--- config.mk ---
export PLATFORM = sky130hd
export DESIGN_NAME = mem_arbiter_flat
export DESIGN_NICKNAME = d
export VERILOG_FILES = /design/src/rtl/mem_arbiter_if.sv /design/src/rtl/mem_arbiter.sv /design/src/flat_wrapper.sv
export SDC_FILE = /design/constraint.sdc
export NUM_CORES = 1
export LEC_CHECK = 0
export CORE_MARGIN = 4
export CORE_UTILIZATION = 47
export CTS_CLUSTER_DIAMETER = 30
export DETAILED_ROUTE_END_ITERATION = 16
export GPL_TIMING_DRIVEN = 0
export PLACE_DENSITY = 0.85
export SYNTH_ARGS = -nofsm -noshare
export SYNTH_HDL_FRONTEND = slang
export SYNTH_SLANG_ARGS = --single-unit
--- constraint.sdc ---
create_clock -name g_clk -period 2.4 [get_ports g_clk]
set_input_delay 0.24 -clock g_clk [delete_from_list [all_inputs] [get_ports g_clk]]
set_output_delay 0.24 -clock g_clk [all_outputs]
set_load 0.01 [all_outputs]
--- src/rtl/mem_arbiter_if.sv ---
// Bus bundle for mem_arbiter: instruction port, data port, program-load handshake and shared RAM.
// slave is the arbiter's view; master is the view of whatever surrounds it.
interface mem_arbiter_if #(
  parameter int unsigned AW = 8,
  parameter int unsigned DW = 8
);
  logic          i_req;
  logic [AW-1:0] i_addr;
  logic [DW-1:0] i_rdata;
  logic          i_odv;
  logic          d_req;
  logic          d_we;
  logic [AW-1:0] d_addr;
  logic [DW-1:0] d_wdata;
  logic [DW-1:0] d_rdata;
  logic          d_odv;
  logic          ld_en;
  logic [DW-1:0] bus_in;
  logic          hs_in;
  logic          hs_out;
  logic [AW-1:0] ld_ptr;
  logic [AW-1:0] ram_addr;
  logic [DW-1:0] ram_wdata;
  logic          ram_we;
  logic          ram_re;
  logic [DW-1:0] ram_rdata;
  logic          busy;

  modport slave (
    input  i_req, i_addr, d_req, d_we, d_addr, d_wdata, ld_en, bus_in, hs_in, ram_rdata,
    output i_rdata, i_odv, d_rdata, d_odv, hs_out, ld_ptr, ram_addr, ram_wdata, ram_we,
           ram_re, busy
  );

  modport master (
    output i_req, i_addr, d_req, d_we, d_addr, d_wdata, ld_en, bus_in, hs_in, ram_rdata,
    input  i_rdata, i_odv, d_rdata, d_odv, hs_out, ld_ptr, ram_addr, ram_wdata, ram_we,
           ram_re, busy
  );
endinterface

--- src/rtl/mem_arbiter.sv ---
// Three-way arbiter (program load > data > instruction) in front of a single-port RAM.
// Define ARB_ROUND_ROBIN_EN to alternate data/instruction priority instead of fixed data-first.
module mem_arbiter #(
  parameter int unsigned AW = 8,
  parameter int unsigned DW = 8
) (
  input logic         g_clk,
  input logic         g_clr,
  mem_arbiter_if.slave bus
);

  typedef enum logic [1:0] {StIdle, StIssue, StResp, StHsWait} state_e;
  typedef enum logic [1:0] {GntI, GntD, GntL} gnt_e;

  state_e        state_q;
  gnt_e          gnt_q;
  logic          we_q;
  logic [AW-1:0] ld_ptr_q;
  logic [AW-1:0] ram_addr_q;
  logic [DW-1:0] ram_wdata_q;
  logic          ram_we_q;
  logic          ram_re_q;
  logic          hs_out_q;
  logic          busy_q;
  logic          i_odv_q;
  logic          d_odv_q;
  logic [DW-1:0] i_rdata_q;
  logic [DW-1:0] d_rdata_q;

  logic load_req;
  logic pick_d;

`ifdef ARB_ROUND_ROBIN_EN
  logic last_d_q;  // 1: data was granted last, so instruction wins a tie next
  always_comb begin
    load_req = bus.ld_en & bus.hs_in;
    pick_d   = bus.d_req & (~bus.i_req | ~last_d_q);
  end
`else
  always_comb begin
    load_req = bus.ld_en & bus.hs_in;
    pick_d   = bus.d_req;
  end
`endif

  always_ff @(posedge g_clk or negedge g_clr) begin
    if (!g_clr) begin
      state_q     <= StIdle;
      gnt_q       <= GntI;
      we_q        <= 1'b0;
      ld_ptr_q    <= '0;
      ram_addr_q  <= '0;
      ram_wdata_q <= '0;
      ram_we_q    <= 1'b0;
      ram_re_q    <= 1'b0;
      hs_out_q    <= 1'b0;
      busy_q      <= 1'b0;
      i_odv_q     <= 1'b0;
      d_odv_q     <= 1'b0;
      i_rdata_q   <= '0;
      d_rdata_q   <= '0;
`ifdef ARB_ROUND_ROBIN_EN
      last_d_q    <= 1'b0;
`endif
    end else begin
      i_odv_q <= 1'b0;
      d_odv_q <= 1'b0;
      unique case (state_q)
        StIdle: begin
          if (load_req) begin
            gnt_q       <= GntL;
            we_q        <= 1'b1;
            ram_addr_q  <= ld_ptr_q;
            ram_wdata_q <= bus.bus_in;
            ram_we_q    <= 1'b1;
            busy_q      <= 1'b1;
            state_q     <= StIssue;
          end else if (pick_d) begin
            gnt_q      <= GntD;
            we_q       <= bus.d_we;
            ram_addr_q <= bus.d_addr;
            if (bus.d_we) begin
              ram_wdata_q <= bus.d_wdata;
              ram_we_q    <= 1'b1;
            end else begin
              ram_re_q <= 1'b1;
            end
            busy_q  <= 1'b1;
            state_q <= StIssue;
`ifdef ARB_ROUND_ROBIN_EN
            last_d_q <= 1'b1;
`endif
          end else if (bus.i_req) begin
            gnt_q      <= GntI;
            we_q       <= 1'b0;
            ram_addr_q <= bus.i_addr;
            ram_re_q   <= 1'b1;
            busy_q     <= 1'b1;
            state_q    <= StIssue;
`ifdef ARB_ROUND_ROBIN_EN
            last_d_q <= 1'b0;
`endif
          end
        end
        StIssue: begin
          ram_we_q <= 1'b0;
          ram_re_q <= 1'b0;
          if (gnt_q == GntL) begin
            hs_out_q <= 1'b1;
            state_q  <= StHsWait;
          end else begin
            state_q <= StResp;
          end
        end
        StResp: begin
          // ram_rdata is valid now, one cycle after the read strobe
          if (gnt_q == GntD) begin
            d_odv_q <= 1'b1;
            if (!we_q) d_rdata_q <= bus.ram_rdata;
          end else begin
            i_odv_q   <= 1'b1;
            i_rdata_q <= bus.ram_rdata;
          end
          busy_q  <= 1'b0;
          state_q <= StIdle;
        end
        StHsWait: begin
          if (!bus.hs_in) begin
            hs_out_q <= 1'b0;
            ld_ptr_q <= ld_ptr_q + AW'(1);
            busy_q   <= 1'b0;
            state_q  <= StIdle;
          end
        end
        default: state_q <= StIdle;
      endcase
    end
  end

  assign bus.i_rdata   = i_rdata_q;
  assign bus.i_odv     = i_odv_q;
  assign bus.d_rdata   = d_rdata_q;
  assign bus.d_odv     = d_odv_q;
  assign bus.hs_out    = hs_out_q;
  assign bus.ld_ptr    = ld_ptr_q;
  assign bus.ram_addr  = ram_addr_q;
  assign bus.ram_wdata = ram_wdata_q;
  assign bus.ram_we    = ram_we_q;
  assign bus.ram_re    = ram_re_q;
  assign bus.busy      = busy_q;

endmodule

--- src/flat_wrapper.sv ---
// flat-port wrapper written by rule: the top's interface ports become plain ports
module mem_arbiter_flat 
#(
  parameter int unsigned AW = 8,
  parameter int unsigned DW = 8
)
  (g_clk, g_clr, bus_i_req, bus_i_addr, bus_d_req, bus_d_we, bus_d_addr, bus_d_wdata, bus_ld_en, bus_bus_in, bus_hs_in, bus_ram_rdata, bus_i_rdata, bus_i_odv, bus_d_rdata, bus_d_odv, bus_hs_out, bus_ld_ptr, bus_ram_addr, bus_ram_wdata, bus_ram_we, bus_ram_re, bus_busy);
  mem_arbiter_if #(.AW(AW), .DW(DW)) bus_i ();
  input logic g_clk;
  input logic g_clr;
  input wire logic [$bits(bus_i.i_req)-1:0] bus_i_req;
  input wire logic [$bits(bus_i.i_addr)-1:0] bus_i_addr;
  input wire logic [$bits(bus_i.d_req)-1:0] bus_d_req;
  input wire logic [$bits(bus_i.d_we)-1:0] bus_d_we;
  input wire logic [$bits(bus_i.d_addr)-1:0] bus_d_addr;
  input wire logic [$bits(bus_i.d_wdata)-1:0] bus_d_wdata;
  input wire logic [$bits(bus_i.ld_en)-1:0] bus_ld_en;
  input wire logic [$bits(bus_i.bus_in)-1:0] bus_bus_in;
  input wire logic [$bits(bus_i.hs_in)-1:0] bus_hs_in;
  input wire logic [$bits(bus_i.ram_rdata)-1:0] bus_ram_rdata;
  output wire logic [$bits(bus_i.i_rdata)-1:0] bus_i_rdata;
  output wire logic [$bits(bus_i.i_odv)-1:0] bus_i_odv;
  output wire logic [$bits(bus_i.d_rdata)-1:0] bus_d_rdata;
  output wire logic [$bits(bus_i.d_odv)-1:0] bus_d_odv;
  output wire logic [$bits(bus_i.hs_out)-1:0] bus_hs_out;
  output wire logic [$bits(bus_i.ld_ptr)-1:0] bus_ld_ptr;
  output wire logic [$bits(bus_i.ram_addr)-1:0] bus_ram_addr;
  output wire logic [$bits(bus_i.ram_wdata)-1:0] bus_ram_wdata;
  output wire logic [$bits(bus_i.ram_we)-1:0] bus_ram_we;
  output wire logic [$bits(bus_i.ram_re)-1:0] bus_ram_re;
  output wire logic [$bits(bus_i.busy)-1:0] bus_busy;
  assign bus_i.i_req = bus_i_req;
  assign bus_i.i_addr = bus_i_addr;
  assign bus_i.d_req = bus_d_req;
  assign bus_i.d_we = bus_d_we;
  assign bus_i.d_addr = bus_d_addr;
  assign bus_i.d_wdata = bus_d_wdata;
  assign bus_i.ld_en = bus_ld_en;
  assign bus_i.bus_in = bus_bus_in;
  assign bus_i.hs_in = bus_hs_in;
  assign bus_i.ram_rdata = bus_ram_rdata;
  assign bus_i_rdata = bus_i.i_rdata;
  assign bus_i_odv = bus_i.i_odv;
  assign bus_d_rdata = bus_i.d_rdata;
  assign bus_d_odv = bus_i.d_odv;
  assign bus_hs_out = bus_i.hs_out;
  assign bus_ld_ptr = bus_i.ld_ptr;
  assign bus_ram_addr = bus_i.ram_addr;
  assign bus_ram_wdata = bus_i.ram_wdata;
  assign bus_ram_we = bus_i.ram_we;
  assign bus_ram_re = bus_i.ram_re;
  assign bus_busy = bus_i.busy;
  mem_arbiter #(.AW(AW), .DW(DW)) u_core (.g_clk(g_clk), .g_clr(g_clr), .bus(bus_i));
endmodule
==> run metrics <==
status=finished clean; Worst-path clk slew=roughly 0.1 ns; CTS tree=done; PwrDens=about 1200 mW/mm^2; Crit path depth=1; Worst slew margin=between 60% and 70%; post-route ant nets=0; crit path max-delay cell type=clkdlybuf4s50_1; critical path arrival=~1.4 ns; worst skew pair latency=approximately 0.31 ns; Bufs and invs on worst path=1; Distinct cells, synth=37; Startpoint Class=flip-flop; FMAX=619 MHz; Req. time, crit path=2.16 ns; die area=between 0.006 and 0.007 mm^2; max-slew violation count=0; vias in the first global route=between 1,500 and 2,000; worst-path cell chain=clkdlybuf4s50_1; Vias/cell=5.25; core footprint=0.00482 mm^2; Max VDD drop=between 700 and 800 uV; Syn Nets=between 200 and 250; Hold Crit Class=in -> reg; Diodes inserted=0; Max Cap Viol=0; Post-synth EDFFs=0; capture point of the critical path=bus_ld_ptr[3]; Post-Syn Area per Cell=~12 um^2; All-Layer GR Usage=19.6%; r2r startpoint=u_core.gnt_q[1]; IO Pins=93; Setup Skew=~0.008 ns; H-Tree Depth=2; total power=roughly 0.004 W; launch point of the worst path=u_core.bus.ld_ptr[3]; Initial Utilization=between 40% and 50%; Synth area leader=dfrtp_1; DIE WIDTH=around 80 um; setup bufs post-CTS=0; grt ovf=0; sequential share of the synthesized area=between 50% and 60%; PortBufs=a little over 90; area grow syn2layout=46.5%; YS warnings=0; critical path class=reg -> out; final core occ=72.7%; final period utilization=between 60% and 70%; Seq cells post-synth=between 50 and 60; Remaining DRCs=0; initial antenna violation count=0; final RePlAce weighted congestion=0.812; Top Family by Delay on Critical Path=buffers and inverters; final net count=around 350; cells after synthesis=about 200; fraction of layout cells with a size suffix above 1=13.9%; top-area cell type share of the netlist area=between 50% and 60%; post-CTS sizing=0; Fill cells=~370; Leak=about 1.5 nW; R2R setup slack=approximately 0.81 ns; initial detailed-routing violation count=76; worst r2r path cells=3; R2R Path End=u_core.bus.d_rdata[5]; HPWL Detailed=about 4500 um; router iterations before antenna repair=4; Netlist Area Pre-Place=around 0.0024 mm^2; total CTS buffers=5; # rows=25; FFs w/ async S/R, synth=100%; Final setup viols=0; dominant cells by area after synthesis=dfrtp_1 (53%), mux2_4 (10%), mux2_1 (3.8%), mux2i_1 (3.3%), nand2_1 (3.1%); pin count of the biggest net entering global routing=38; CTS Sinks=51; Worst Max-Slew Pin Slew=approximately 0.56 ns; crit path time final=1.61 ns; largest stage delay on the critical path=slightly below 0.6 ns; critical path endpoint category=output pin; routed wire length=roughly 6000 um; Hold Violations, Final=0; Root Driver=clkbuf_8; Worst Path Max Fanout=7; via count=roughly 1,900; unrepaired setup endpoints after global routing=false; Longest Clk Path Bufs=2; wire length per cell=16.4 um; Die Span Y=just under 80 um; global-route wire length before repair=roughly 9400 um; most used flip-flop cell after synthesis=dfrtp_1
-- routing by layer --
metal / vias to the layer above / global-route usage (%) / share of wire (%)
li1: 911 / - / -
met1: 952 / 25.6 / 43
met2: 68 / 32.2 / 50
met3: 8 / 4.42 / 5.1
met4: 0 / 6.36 / 1.8
met5: - / 0 / 0
-- layout make-up --
class	instances	area (um^2)	area share (%)
Multi-Input combinational cell	134	1020	29.2
Inverter	4	15.0	0.429
Timing Repair Buffer	93	936	26.7
Tap cell	67	83.8	2.39
Clock inverter	3	23.8	0.679
Buffer	12	75.1	2.14
Sequential cell	51	1280	36.4
Clock buffer	5	68.8	1.96
-- per-stage QoR --
step / setup WS [ns] / cell area [um^2] / std cells / hold slack (ns) / TNS (ns)
CTS: 0.778 / 3500 / 369 / 0.249 / 0
global route: 0.725 / 3500 / 369 / 0.245 / 0
global placement: -0.360 / 3390 / 359 / 0.474 / -18.23
finish: 0.785 / 3500 / 369 / 0.261 / 0
floorplan: 0.947 / 2390 / 201 / -0.0556 / 0
detailed placement: 0.517 / 3400 / 360 / 0.165 / 0
-- placed cells by master (no fill, tap or decap), drive strengths merged --
master	n
clkinvlp	2
clkdlybuf4s50	90
nand2	20
ha	1
a21o	1
o22a	1
a31oi	8
and4b	1
mux2	25
o21ba	1
nand3	12
nor2	3
clkinv	1
and2	5
and4	1
nor3	2
o21a	1
a32o	1
dlygate4sd3	1
nand4	4
a21oi	12
dfrtp	51
clkbuf	8
xnor2	7
a211o	1
o21ai	14
mux2i	8
nand2b	3
inv	4
a22o	2
buf	11
-- timing repair --
action                                 4_1_cts  5_1_grt
endpoints found under the hold margin       14        0
setup endpoints to repair                    0        0
hold buffers                                 1        0
-- flip-flops by register name (all words and copies together) (netlist names), 2 cells and up --
signal	count
u_core.bus.ram_addr	8
u_core.gnt_q	2
u_core.bus.ld_ptr	8
u_core.bus.d_rdata	8
u_core.state_q	2
u_core.bus.i_rdata	8
u_core.bus.ram_wdata	8
-- report_power, final --
group,switching (W),internal (W),total (W)
clock,0.000299,0.000209,0.000508
combinational,0.000803,0.00120,0.00200
sequential,0.000275,0.00125,0.00153
total,0.00138,0.00266,0.00404
-- cell usage after synthesis, types with 2 or more instances --
| cell type | n |
|---|---|
| a31oi_1 | 8 |
| dfrtp_1 | 51 |
| mux2_4 | 16 |
| clkbuf_1 | 3 |
| mux2i_1 | 8 |
| mux2_1 | 8 |
| nand3_1 | 11 |
| nand4_1 | 4 |
| o21ai_0 | 13 |
| nand2_1 | 20 |
| a21oi_1 | 12 |
| a22o_1 | 2 |
| buf_2 | 6 |
| and2_1 | 4 |
| xnor2_1 | 7 |
| inv_1 | 3 |
| buf_6 | 3 |
| nor2_1 | 3 |
-- how the worst min path moves through the flow --
stage | startpoint | to | slack, ns | depth (start not counted)
2_1_floorplan | g_clr | u_core.bus.busy | -0.06 | 0
3_3_place_gp | u_core.bus.i_rdata[1] | u_core.bus.i_rdata[1] | 0.47 | 1
3_5_place_dp | g_clr | u_core.bus.ram_addr[3] | 0.17 | 1
4_1_cts | bus_hs_in | u_core.state_q[1] | 0.25 | 3
5_1_grt | bus_hs_in | u_core.state_q[1] | 0.25 | 3
6_report | bus_hs_in | u_core.state_q[1] | 0.26 | 3
-- kinds of logic (layout without fill, tap and decap cells) --
family / after synthesis / in the layout / synth area share, %
flops: 51 / 51 / 53.4
simple gates: 51 / 51 / 11.7
compound gates: 42 / 42 / 10.5
mux: 33 / 33 / 17.6
buf+inv: 16 / 117 / 3.77
xor+xnor: 7 / 7 / 2.56
fa+ha+maj: 1 / 1 / 0.523
No activity file was read; power rests on OpenSTA's default activity.
